File: src/rtl/fifo_512_byte_pkg.sv
// fifo_512_byte_pkg: shared encoding of the per-cycle FIFO operation.
package fifo_512_byte_pkg;
    typedef enum logic [1:0] {OP_IDLE, OP_WR, OP_RD, OP_RW} fifo_op_e;
endpackage

File: src/rtl/fifo_sdp_ram.sv
// fifo_sdp_ram: simple dual-port RAM with a registered read port, shaped for block RAM inference.
module fifo_sdp_ram #(
    parameter int DATA_W = 8,
    parameter int DEPTH  = 512,
    parameter int ADDR_W = $clog2(DEPTH)
) (
    input  logic              clk,
    input  logic              rst,
    input  logic              we,
    input  logic [ADDR_W-1:0] waddr,
    input  logic [DATA_W-1:0] wdata,
    input  logic              re,
    input  logic [ADDR_W-1:0] raddr,
    output logic [DATA_W-1:0] rdata
);
    logic [DATA_W-1:0] mem [DEPTH];

    always_ff @(posedge clk) begin
        if (we) mem[waddr] <= wdata;
    end

    // Output register reset only; the array itself is never cleared.
    always_ff @(posedge clk) begin
        if (rst) rdata <= '0;
        else if (re) rdata <= mem[raddr];
    end
endmodule

File: src/rtl/fifo_512_byte.sv
// fifo_512_byte: single-clock byte FIFO with registered fill count and empty/full flags.
module fifo_512_byte
    import fifo_512_byte_pkg::*;
#(
    parameter int DATA_W = 8,
    parameter int DEPTH  = 512,
    localparam int ADDR_W = $clog2(DEPTH)
) (
    input  logic              clk,
    input  logic              rst,
    input  logic              en,
    input  logic              wr_en,
    input  logic [DATA_W-1:0] wr_data,
    input  logic              rd_en,
    output logic [DATA_W-1:0] rd_data,
    output logic [ADDR_W-1:0] current_fill_ct,
    output logic              fifo_empty,
    output logic              fifo_full
);
    logic [ADDR_W-1:0] wr_ptr_q, wr_ptr_d, rd_ptr_q, rd_ptr_d, count_q, count_d;
    logic              empty_q, empty_d, full_q, full_d;
    logic              wr_acc, rd_acc;
    fifo_op_e          op;

    // A full FIFO still takes a write when a read frees a slot in the same cycle.
    always_comb begin
        wr_acc   = en & wr_en & (~full_q | rd_en);
        rd_acc   = en & rd_en & ~empty_q;
        op       = fifo_op_e'({rd_acc, wr_acc});
        wr_ptr_d = wr_ptr_q + ADDR_W'(wr_acc);
        rd_ptr_d = rd_ptr_q + ADDR_W'(rd_acc);
        count_d  = op == OP_WR ? count_q + 1'b1 : op == OP_RD ? count_q - 1'b1 : count_q;
        empty_d  = count_d == '0;
        full_d   = count_d == ADDR_W'(DEPTH - 1);
    end

    always_ff @(posedge clk) begin
        if (rst) begin
            wr_ptr_q <= '0;
            rd_ptr_q <= '0;
            count_q  <= '0;
            empty_q  <= 1'b1;
            full_q   <= 1'b0;
        end else begin
            wr_ptr_q <= wr_ptr_d;
            rd_ptr_q <= rd_ptr_d;
            count_q  <= count_d;
            empty_q  <= empty_d;
            full_q   <= full_d;
        end
    end

    fifo_sdp_ram #(.DATA_W(DATA_W), .DEPTH(DEPTH), .ADDR_W(ADDR_W)) u_ram (
        .clk   (clk),
        .rst   (rst),
        .we    (wr_acc),
        .waddr (wr_ptr_q),
        .wdata (wr_data),
        .re    (rd_acc),
        .raddr (rd_ptr_q),
        .rdata (rd_data)
    );

    assign current_fill_ct = count_q;
    assign fifo_empty      = empty_q;
    assign fifo_full       = full_q;
endmodule

File: config.mk
export PLATFORM = sky130hd
export DESIGN_NAME = fifo_512_byte
export DESIGN_NICKNAME = d
export VERILOG_FILES = /design/src/rtl/fifo_512_byte_pkg.sv /design/src/rtl/fifo_sdp_ram.sv /design/src/rtl/fifo_512_byte.sv
export SDC_FILE = /design/constraint.sdc
export NUM_CORES = 2
export LEC_CHECK = 0
export BUFFER_PORTS_ARGS = -buffer_cell sky130_fd_sc_hd__buf_2
export CAP_MARGIN = 20
export CORE_MARGIN = 1
export CORE_UTILIZATION = 50
export DETAILED_ROUTE_END_ITERATION = 6
export GPL_TIMING_DRIVEN = 1
export HOLD_SLACK_MARGIN = 0.1
export PLACE_DENSITY = 0.72
export SYNTH_ARGS = -nofsm -noshare
export SYNTH_HDL_FRONTEND = slang
export SYNTH_SLANG_ARGS = --single-unit
File: constraint.sdc
create_clock -name clk -period 5 [get_ports clk]
set_input_delay 0.75 -clock clk [delete_from_list [all_inputs] [get_ports clk]]
set_output_delay 0.75 -clock clk [all_outputs]
set_load 0.05 [all_outputs]
**Yosys cells after proc, flatten, opt, wreduce, memory -nomap -nowiden**

Memories as Yosys holds them, arrays and structs flattened. A register that Yosys moved wholly into a read port is not among the register bits.
Index checks and enable logic that the tools add are counted.
Widths: inputs -> output; s select.

- Register bits after elaboration: 29
- Memory bits (writable): 4,096
- Input bits: 13
- Output and inout port bits: 19
- Logic and storage cells: 25
- Memories kept: 1

- Add/subtract/negate cells: 4
- Equality and inequality tests: 3
- Muxes and demuxes: 4
- Bitwise operators: 7
- Reductions and logical operators: 1

Memory list:

| memory | words | width | read ports | clocked after memory_dff | wr ports | RTL line | text |
|---|---|---|---|---|---|---|---|
| u_ram.mem | 512 | 8 | 1 | 1 | 1 | fifo_sdp_ram.sv:16 | `logic [DATA_W-1:0] mem [DEPTH];` |

Operators with widths:

| kind | number |
|---|---|
| $add 9x1->9 | 2 |
| $mux 9 | 2 |
| $add 9x1->9 const B | 1 |
| $eq 9x9->1 const B | 1 |
| $logic_not 9->1 | 1 |
| $sub 9x1->9 const B | 1 |
| $and 1x1->1 | 4 |
| $eq 2x1->1 const B | 1 |
| $eq 2x2->1 const B | 1 |
| $mux 1 | 2 |
| $not 1->1 | 2 |
| $or 1x1->1 | 1 |

**Depth between registers and ports, before layout**

- Word-level depth: 7
- Gate-level depth with buffers: 14
- Depth with buffers taken out: 8

**Hierarchy**

A second synthesis with hierarchy kept.

- Cell total of the unflattened synthesis: 7,542
- Area total of the unflattened synthesis: 161,127.0 um^2

By module, submodules not included:

| module | times used | cells an instance | area an instance (um^2) | seq. area each (um^2) |
|---|---|---|---|---|
| fifo_sdp_ram | 1 | 7,391 | 159,767.0 | 123,158.1 |
| fifo_512_byte | 1 | 151 | 1,360.1 | 580.6 |

**Worst setup path before layout**

Ideal clock, no wire load.

- Path type: flip-flop to flip-flop
- Start point: register rd_ptr_q[0]
- End point: register u_ram.rdata[1] (read register of u_ram.mem)
- Library setup time: 132 ps
- Arrival: 2,769 ps
- Data required time: 4,868 ps
- Slack: 2,098 ps
- Stages on the path, launching flop included: 11
- Path buffers: 4
- Period minus slack after synthesis: 2,902 ps
- Cell sequence: dfxtp_1 buf_6 buf_8 buf_4 buf_2 mux4_2 mux4_2 a22oi_1 nand3_1 a221oi_1 nor4_1

RTL lines:

| element | RTL line | text |
|---|---|---|
| from (decl) | fifo_512_byte.sv:20 | `logic [ADDR_W-1:0] wr_ptr_q, wr_ptr_d, rd_ptr_q, rd_ptr_d, count_q, count_d;` |
| from (signal assigned) | fifo_512_byte.sv:46 | `rd_ptr_q <= rd_ptr_d;` |
| to (decl) | fifo_sdp_ram.sv:14 | `output logic [DATA_W-1:0] rdata` |

==> impl_metrics.csv <==
group,metric,value,unit
status,outcome,"finished with violations",
status,violations,"DRC",
grt,use_met1,36.7,%
route,drt_iter0_markers,13700,
yosys,syn_inst,7472,
critical_path,regToRegEndpoint,"u_ram.rdata[5]",
sta,slew_violations,0,
floorplanning,die_y,569,um
critical_path,crit_top_cell,"buf_12",
yosys,syn_nets,7491,
grt,grt_use_met3,7.07,%
finish,final_common_cell,"edfxtp_1",
sta,hold_viol,0,
yosys,synth_top_area_share,76.6,%
critical_path,endpoint_kind,"flop",
clock_network,cts_buffers,404,
yosys,yosysWarnings,0,
power,combinationalPowerShare,5.1,%
yosys,synth_area,161000,um^2
route,drc,2,
clock_network,cts_tree,"yes",
clock_network,hold_buffers,0,
yosys,avgSynthCellArea,21.5,um^2
route,drt-wirelength-per-cell,35.3,um
yosys,synthArstFlopShare,0,%
critical_path,required,5.84,ns
critical_path,cp.arrival,5.65,ns
power,pwr-share-clk,41.9,%
yosys,synth-seq-area-share,77.0,%
clock_network,cts.sinks,4133,
grt,global_route.usage.total,27.3,%
floorplanning,die_area,324000,um^2
grt,overflow,0,
clock_network,post_cts_buffers,0,
grt,use_met2,41.5,%
floorplanning,io_pins,32,
clock_network,htreeDepth,5,
yosys,ys.flop_type,"edfxtp_1",
route,ant_nets,0,
sta,fin_hold_ws,0.228,ns
clock_network,cts_root_buffer,"clkbuf_16",
place,gp_congestion,0.956,
sta,clock_skew,0.0901,ns
sta,min_period,4.81,ns
floorplanning,placementRows,207,
finish,syn_to_final_growth,13.1,%
finish,fillers,22400,
power,p_total,0.0719,W
critical_path,cp.depth,9,
clock_network,cts_max_path_buffers,4,
min_path,hp-class,"primary input to flop",
power,ir_drop,0.000313,V
critical_path,cp_max_fo,50,
critical_path,path_cells,"buf_12, buf_12, mux4_2, mux2i_1, o21ai_0, a2111oi_0, a211oi_1, a41oi_2, a221oi_1",
grt,grt_max_degree,164,
place,dp_hpwl,268,mm
route,vias,83500,
critical_path,r2r-start,"rd_ptr_q[0]",
critical_path,crit_buf_inv,2,
grt,antenna_found_initial,29,
floorplanning,coreArea,319000,um^2
yosys,ys_seq_elements,4133,
place,io_buffers,31,
route,firstDrtPassIters,7,
finish,final_cell_mix,"4096 x edfxtp_1, 1016 x mux4_2, 590 x nor2_1",
power,p_leak,55.4,nW
grt,gr-max-usage-layer,"met2",
yosys,synth_edf_count,4096,
critical_path,reg2reg_depth,9,
power,internal-power,0.0565,W
min_path,min-delay-start,"wr_en",
min_path,holdPathEnd,"current_fill_ct[1]",
power,powerDensity,396,nW/um^2
critical_path,worst_path_largest_cell_delay,0.97,ns
grt,grt_pass1_wl,624,mm
sta,worst_slew_pin_slew,1.26,ns
route,wirelength,444,mm
finish,nNetsFinal,7936,
min_path,hold_depth,3,
sta,fin_crit_sh,96.2,%
critical_path,slowest_stage,"a2111oi_0",
yosys,yosys.area.top_type,"edfxtp_1",
sta,final-setup-viol-count,0,
yosys,ys_types,74,
clock_network,clock_latency,1.00,ns
floorplanning,die_w,569,um
finish,final_core_util,57.0,%
power,p_switching,0.0155,W
floorplanning,initial_utilization,50.4,%
critical_path,worstSetupPathType,"flop to flop",
power,swShare,21.5,%
grt,first_global_vias,82200,
route,vias_per_cell,6.65,
finish,drive_gt1_share,26.2,%
flow_run,cap_violations,0,
finish,multiInputGateArea,34600,um^2
critical_path,r2r_slack,0.19,ns
critical_path,crit_family,"compound AO/OA/AOI/OAI gates",
sta,slew_headroom,15.8,%
power,pwr-share-seq,53.0,%
sta,tns,0,ns
finish,regArea,124000,um^2
sta,fmax,208,MHz
sta,rsz0062_at_grt,"no",
yosys,ys_top_cells_by_area,"edfxtp_1 77%, mux4_2 14%, mux2i_1 2.1%",
critical_path,worst_setup_path_start_kind,"flop",
clock_network,clkSlewWorstSetupHoldPaths,0.06,ns
-- synth_stat cells (all sizes together), types with 47 or more instances --
| cell type | n |
|---|---|
| nor2 | 598 |
| a21oi | 79 |
| a22oi | 85 |
| o221ai | 47 |
| clkbuf | 202 |
| mux4 | 1016 |
| buf | 264 |
| edfxtp | 4096 |
| mux2i | 331 |
| nand2 | 187 |
| o21ai | 67 |
-- per-layer routing --
metal / up-vias / share of wire [%]
met5: - / 0.029
li1: 32100 / -
met4: 18 / 5.7
met3: 1149 / 13
met1: 43600 / 35
met2: 6545 / 46
-- stage by stage --
stage | instances | setup WS [ns] | instance area, um^2
2_1_floorplan | 7472 | 2.10 | 161000
3_3_place_gp | 11800 | 0.0769 | 168000
3_5_place_dp | 11800 | 0.299 | 169000
4_1_cts | 12500 | 0.280 | 182000
5_1_grt | 12500 | 0.148 | 182000
6_report | 12600 | 0.189 | 182000
-- cells by family after synthesis --
family,share of synthesized area [%]
DFF,77.0
muxes,16.4
and+or+nand+nor,2.49
AOI/OAI and AO/OA,2.28
buffers and inverters,1.60
xor gates and xnor gates,0.109
adders and majority gates,0.0467
-- cell type report --
type	instances	share of cell area [%]
Clock inverter	252	1.45
Inverter	13	0.0324
Clock buffer	481	5.76
Antenna cell	25	0.0344
Sequential cell	4133	68.1
Multi-Input combinational cell	2860	19.0
Timing Repair Buffer	505	2.62
Tap cell	4284	2.95
-- timing repair --
item                                    in CTS  in global routing
endpoints found under the setup margin       0                  2
endpoints found under the hold margin        0                  0
gates resized for setup                      0                  2
-- worst reg2reg max path, cell delays in order (launching register included) --
cell and delay [ns]:
dfxtp_4 0.89, buf_12 0.43, buf_12 0.42, mux4_2 0.62
mux2i_1 0.21, o21ai_0 0.13, a2111oi_0 0.97, a211oi_1 0.18
a41oi_2 0.65, a221oi_1 0.16
-- sequential cells by signal, summed over array words and instances, names as in the netlist --
register and cells:
current_fill_ct 9, u_ram.mem 4096, wr_ptr_q 9, fifo_full 1, rd_ptr_q 9, fifo_empty 1, u_ram.rdata 8
-- power by group through the flow --
| stage | registers [W] | clock network [W] | logic [W] |
|---|---|---|---|
| after floorplan | 0.0389 | 0 | 0.00227 |
| after detailed placement | 0.0389 | 0 | 0.00365 |
| after global routing | 0.0381 | 0.0315 | 0.00383 |
| final | 0.0382 | 0.0301 | 0.00367 |
| after CTS | 0.0381 | 0.0302 | 0.00366 |
| after global placement | 0.0389 | 0 | 0.00358 |
-- worst max-delay path by stage --
stage	start	endpoint	slack (ns)
global placement	rd_ptr_q[0]	u_ram.rdata[5]	0.08
detailed placement	rd_ptr_q[0]	u_ram.rdata[1]	0.30
finish	rd_ptr_q[0]	u_ram.rdata[5]	0.19
CTS	rd_ptr_q[0]	u_ram.rdata[6]	0.28
global route	rd_ptr_q[0]	u_ram.rdata[1]	0.15
floorplan	rd_ptr_q[0]	u_ram.rdata[1]	2.10
(Power assumes the default switching activity.)
